[src/rtl/serial_sub_ctrl_if.sv]
// Handshake and data bundle for the bit-serial subtraction controller.
// The requester drives start/a/b; the controller returns busy/done/diff/borrow_out.
interface serial_sub_ctrl_if #(
  parameter int unsigned WIDTH = 8
);
  logic             start;
  logic [WIDTH-1:0] a;
  logic [WIDTH-1:0] b;
  logic             busy;
  logic             done;
  logic [WIDTH-1:0] diff;
  logic             borrow_out;

  modport master (
    output start, a, b,
    input  busy, done, diff, borrow_out
  );

  modport slave (
    input  start, a, b,
    output busy, done, diff, borrow_out
  );
endinterface

[src/rtl/serial_sub_ctrl.sv]
// Bit-serial WIDTH-bit subtractor: one full-subtractor cell, LSB first, with the
// borrow carried between bits in a flop. Result is held until the next one completes.
module serial_sub_ctrl #(
  parameter int unsigned WIDTH = 8
) (
  input  logic          clk,
  input  logic          rst_n,
  serial_sub_ctrl_if.slave bus
);
  localparam int unsigned CntW = $clog2(WIDTH) + 1;
  localparam logic [CntW-1:0] LastBit = CntW'(WIDTH - 1);

  typedef enum logic [1:0] {StIdle, StRun, StDone} state_e;

  state_e           state_q;
  logic [WIDTH-1:0] sa_q, sb_q, sd_q, diff_q;
  logic             br_q, borrow_q, busy_q, done_q;
  logic [CntW-1:0]  cnt_q;

  logic             cell_a, cell_b, cell_cin, cell_diff, cell_borrow;
  logic [WIDTH-1:0] sd_shift;

  // Full-subtractor cell: A - B - Cin.
  always_comb begin
    cell_a      = sa_q[0];
    cell_b      = sb_q[0];
    cell_cin    = br_q;
    cell_diff   = cell_a ^ cell_b ^ cell_cin;
    cell_borrow = (~cell_a & cell_b) | (~(cell_a ^ cell_b) & cell_cin);
    sd_shift    = {cell_diff, sd_q[WIDTH-1:1]};
  end

  always_ff @(posedge clk or negedge rst_n) begin
    if (!rst_n) begin
      state_q  <= StIdle;
      sa_q     <= '0;
      sb_q     <= '0;
      sd_q     <= '0;
      br_q     <= 1'b0;
      cnt_q    <= '0;
      diff_q   <= '0;
      borrow_q <= 1'b0;
      busy_q   <= 1'b0;
      done_q   <= 1'b0;
    end else begin
      case (state_q)
        // The done cycle also samples start so a held request sustains one
        // operation every WIDTH+1 clocks.
        StIdle, StDone: begin
          done_q <= 1'b0;
          if (bus.start) begin
            sa_q    <= bus.a;
            sb_q    <= bus.b;
            br_q    <= 1'b0;
            cnt_q   <= '0;
            busy_q  <= 1'b1;
            state_q <= StRun;
          end else begin
            state_q <= StIdle;
          end
        end
        StRun: begin
          sd_q  <= sd_shift;
          sa_q  <= sa_q >> 1;
          sb_q  <= sb_q >> 1;
          br_q  <= cell_borrow;
          cnt_q <= cnt_q + 1'b1;
          if (cnt_q == LastBit) begin
            diff_q   <= sd_shift;
            borrow_q <= cell_borrow;
            busy_q   <= 1'b0;
            done_q   <= 1'b1;
            state_q  <= StDone;
          end
        end
        default: begin
          busy_q  <= 1'b0;
          done_q  <= 1'b0;
          state_q <= StIdle;
        end
      endcase
    end
  end

  assign bus.busy       = busy_q;
  assign bus.done       = done_q;
  assign bus.diff       = diff_q;
  assign bus.borrow_out = borrow_q;
endmodule
[src/flat_wrapper.sv]
// flat-port wrapper written by rule: the top's interface ports become plain ports
module serial_sub_ctrl_flat 
#(
  parameter int unsigned WIDTH = 8
)
  (clk, rst_n, bus_start, bus_a, bus_b, bus_busy, bus_done, bus_diff, bus_borrow_out);
  serial_sub_ctrl_if #(.WIDTH(WIDTH)) bus_i ();
  input  logic clk;
  input  logic rst_n;
  input wire logic [$bits(bus_i.start)-1:0] bus_start;
  input wire logic [$bits(bus_i.a)-1:0] bus_a;
  input wire logic [$bits(bus_i.b)-1:0] bus_b;
  output wire logic [$bits(bus_i.busy)-1:0] bus_busy;
  output wire logic [$bits(bus_i.done)-1:0] bus_done;
  output wire logic [$bits(bus_i.diff)-1:0] bus_diff;
  output wire logic [$bits(bus_i.borrow_out)-1:0] bus_borrow_out;
  assign bus_i.start = bus_start;
  assign bus_i.a = bus_a;
  assign bus_i.b = bus_b;
  assign bus_busy = bus_i.busy;
  assign bus_done = bus_i.done;
  assign bus_diff = bus_i.diff;
  assign bus_borrow_out = bus_i.borrow_out;
  serial_sub_ctrl #(.WIDTH(WIDTH)) u_core (.clk(clk), .rst_n(rst_n), .bus(bus_i));
endmodule
[config.mk]
export PLATFORM = sky130hd
export DESIGN_NAME = serial_sub_ctrl_flat
export DESIGN_NICKNAME = d
export VERILOG_FILES = /design/src/rtl/serial_sub_ctrl_if.sv /design/src/rtl/serial_sub_ctrl.sv /design/src/flat_wrapper.sv
export SDC_FILE = /design/constraint.sdc
export NUM_CORES = 1
export LEC_CHECK = 0
export ABC_AREA = 1
export ABC_CLOCK_PERIOD_IN_PS = 1400
export CORE_MARGIN = 3
export CORE_UTILIZATION = 52
export DETAILED_ROUTE_END_ITERATION = 7
export PLACE_DENSITY = 0.85
export SKIP_CTS_REPAIR_TIMING = 1
export SLEW_MARGIN = 40
export SYNTH_ARGS = -nofsm -noshare
export SYNTH_HDL_FRONTEND = slang
export SYNTH_SLANG_ARGS = --single-unit
export TNS_END_PERCENT = 100
[constraint.sdc]
create_clock -name clk -period 1.4 [get_ports clk]
set_input_delay 0.35 -clock clk [delete_from_list [all_inputs] [get_ports clk]]
set_output_delay 0.35 -clock clk [all_outputs]
set_load 0.05 [all_outputs]
==> impl_metrics.csv <==
group,metric,value,unit
outcome,outcome,"completed",
global_routing,antenna_found_initial,0,
setup_path,crit_chain,"buf_12",
die,core-area,3178,µm²
setup_path,r2r-start,"u_core.cnt_q[0]",
synthesis,synth_edf_count,0,
route,wl,3359,µm
power,p_per_area,2353,nW/µm²
power,p_leak,1.262,nW
cts,cts_tree,"yes",
timing,min_period,1.331,ns
timing,slew_headroom,85.96,%
power,p_clk_share,10.8,%
cts,numClockSinks,40,
cts,clockRootBuffer,"clkbuf_4",
setup_path,arrival,0.98,ns
finish,fill_cells,240,
synthesis,synthTopCellsByArea,"dfrtp_1, nand2_1, inv_1, nand3_1, buf_6",
timing,hold_violations,0,
die,dieArea,4191,µm²
global_routing,track_usage,18.60,%
setup_path,rr_worst_depth,6,
setup_path,cp_num_buf_inv,1,
finish,multi_input_area,653.1,µm²
die,die_w,64.74,µm
timing,report.final.slew_viol_count,0,
cts,htreeDepth,2,
global_routing,grt_max_degree,41,
placement,dp_cells,295,
setup_path,critPathLaunch,"u_core.state_q[1]",
route,viasPerCell,4.830,
finish,seqCellArea,1001,µm²
cts,clk_path_buf_depth,2,
setup_path,cp_num_cells,1,
placement,hpwl,2421,µm
power,cell_internal_pwr,3.142,mW
synthesis,synth_nets,241,
cts,clk-insertion-delay-late,0.35,ns
finish,post-route-util,74.17,%
timing,hold_slack,0.4867,ns
synthesis,synth_flop_cell,"dfrtp_1",
synthesis,ys_types,19,
power,seqPwrFrac,37.8,%
setup_path,endpoint,"bus_done",
power,ir_drop,0.8989,mV
synthesis,seq_area_frac_synth,55.79,%
die,start_util,56.46,%
synthesis,ys_top_cells_by_count,"nand2_1, dfrtp_1, inv_1",
setup_path,cp_slowest_cell,"dfrtp_1",
setup_path,critical_path_class,"register to output pin",
timing,skew,0.008387,ns
power,switchingPower,2.404,mW
power,switching_share,43.34,%
placement,port-buffer-count,29,
synthesis,syn_area,1794,µm²
synthesis,yosysWarnings,0,
setup_path,required,1.05,ns
route,vias,1473,
finish,diodes,0,
setup_path,slowest_delay,0.46,ns
timing,max_freq,0.7512,GHz
synthesis,synth.top_cell.area_share,55.79,%
timing,worst_slew_pin_slew,0.2106,ns
synthesis,yosysMostFrequentCell,"nand2_1",
finish,nNetsFinal,281,
synthesis,synth_area_per_cell,8.156,µm²
global_routing,grt_pass1_wl,5989,µm
synthesis,async_flop_share,100.0,%
global_routing,overflow,0,
power,comb_power_share,51.4,%
route,drc_errors,0,
worst_hold_path,holdCritPathClass,"primary input to asynchronous set/reset pin",
route,ant_nets,0,
setup_path,cp_max_fo,3,
global_routing,grt_pass1_vias,1398,
setup_path,crit_family,"flip-flops",
finish,area_growth,31.38,%
die,rows,20,
power,finalPower,5.546,mW
timing,period_share,95.09,%
cts,numCtsBuffers,5,
run,maxCapViolCount,0,
route,drtIter0Drc,51,
route,wire_per_inst,11.01,µm
route,first_pass_iters,4,
cts,cts.clk_slew.worst_paths,0.11,ns
setup_path,critPathLaunchType,"register",
die,boundaryPins,30,
synthesis,synth_area_leader_cell,"dfrtp_1",
placement,gp_congestion,0.8466,
setup_path,rr_endpoint,"u_core.bus.diff[7]",
synthesis,synth_cells,220,
setup_path,endpoint_kind,"output pin",
die,fp.dieH,64.74,µm
timing,finalSetupViolCount,0,
finish,drive_gt1_share,14.18,%
setup_path,rrSetupSlack,0.11,ns
finish,fin_cells,305,
synthesis,ys_ff_latch,40,
[metal layers]
metal / global-route usage, % / share of wire (%) / vias to the layer above
met5: 0 / 0 / -
met2: 30.27 / 49 / 38
met3: 4.679 / 5.0 / 8
met1: 23.05 / 43 / 683
li1: - / - / 744
met4: 8.971 / 2.2 / 0
[worst min path at each step]
stage,slack [ns],to
CTS,-0.04,u_core.sb_q[0]
detailed placement,0.34,u_core.bus.diff[4]
global placement,0.34,u_core.bus.diff[2]
floorplan,0.05,u_core.br_q
global route,0.51,u_core.sa_q[1]
finish,0.49,u_core.bus.diff[6]
[final cells by class]
cell class / count / area share [%]
Sequential cell: 40 / 42.46
Multi-Input combinational cell: 150 / 27.71
Timing Repair Buffer: 38 / 20.81
Inverter: 25 / 4.087
Tap cell: 44 / 2.335
Clock buffer: 6 / 2.176
Clock inverter: 2 / 0.4246
[power groups by stage]
stage | sequential (mW) | clock [mW] | combinational [mW]
5_1_grt | 2.17 | 0.668 | 3.17
4_1_cts | 2.10 | 0.619 | 2.85
2_1_floorplan | 2.48 | 0 | 1.34
3_5_place_dp | 2.12 | 0 | 2.83
6_report | 2.10 | 0.596 | 2.85
3_3_place_gp | 2.09 | 0 | 2.73
[kinds of logic after synthesis]
family	count (synthesis)	share of synthesized area [%]
AO/OA/AOI/OAI	9	2.581
adder cells (fa/ha/maj)	2	1.813
buffers and inverters	30	8.089
flip-flops	40	55.79
AND/OR/NAND/NOR	139	31.73
[through the flow]
step	instance area (µm²)	setup slack (ns)	TNS [ns]
finish	2357	0.06872	0
global route	2357	-0.01029	-0.01903
CTS	2335	0.04587	0
detailed placement	2273	-0.06131	-0.6659
global placement	2273	0.001718	0
floorplan	1794	0.01509	0
[layout by cell type, fill, tap and decap left out, types with 2 or more instances in the layout]
| cell | instances |
|---|---|
| inv_1 | 23 |
| nand2_1 | 115 |
| dfrtp_1 | 40 |
| buf_12 | 13 |
| nor2_1 | 4 |
| clkbuf_4 | 5 |
| o21ai_0 | 6 |
| a21oi_1 | 2 |
| nor2_4 | 2 |
| buf_4 | 6 |
| clkdlybuf4s50_1 | 17 |
| nand2_2 | 3 |
| nand3_1 | 11 |
| clkinv_2 | 2 |
[flip-flops by register name (all words and copies together), names as in the netlist]
signal / count
u_core.bus.diff: 8
u_core.sb_q: 8
u_core.cnt_q: 4
u_core.sa_q: 8
u_core.br_q: 1
u_core.bus.busy: 1
u_core.sd_q: 7
u_core.bus.borrow_out: 1
u_core.state_q: 2
(Power assumes the default switching activity.)
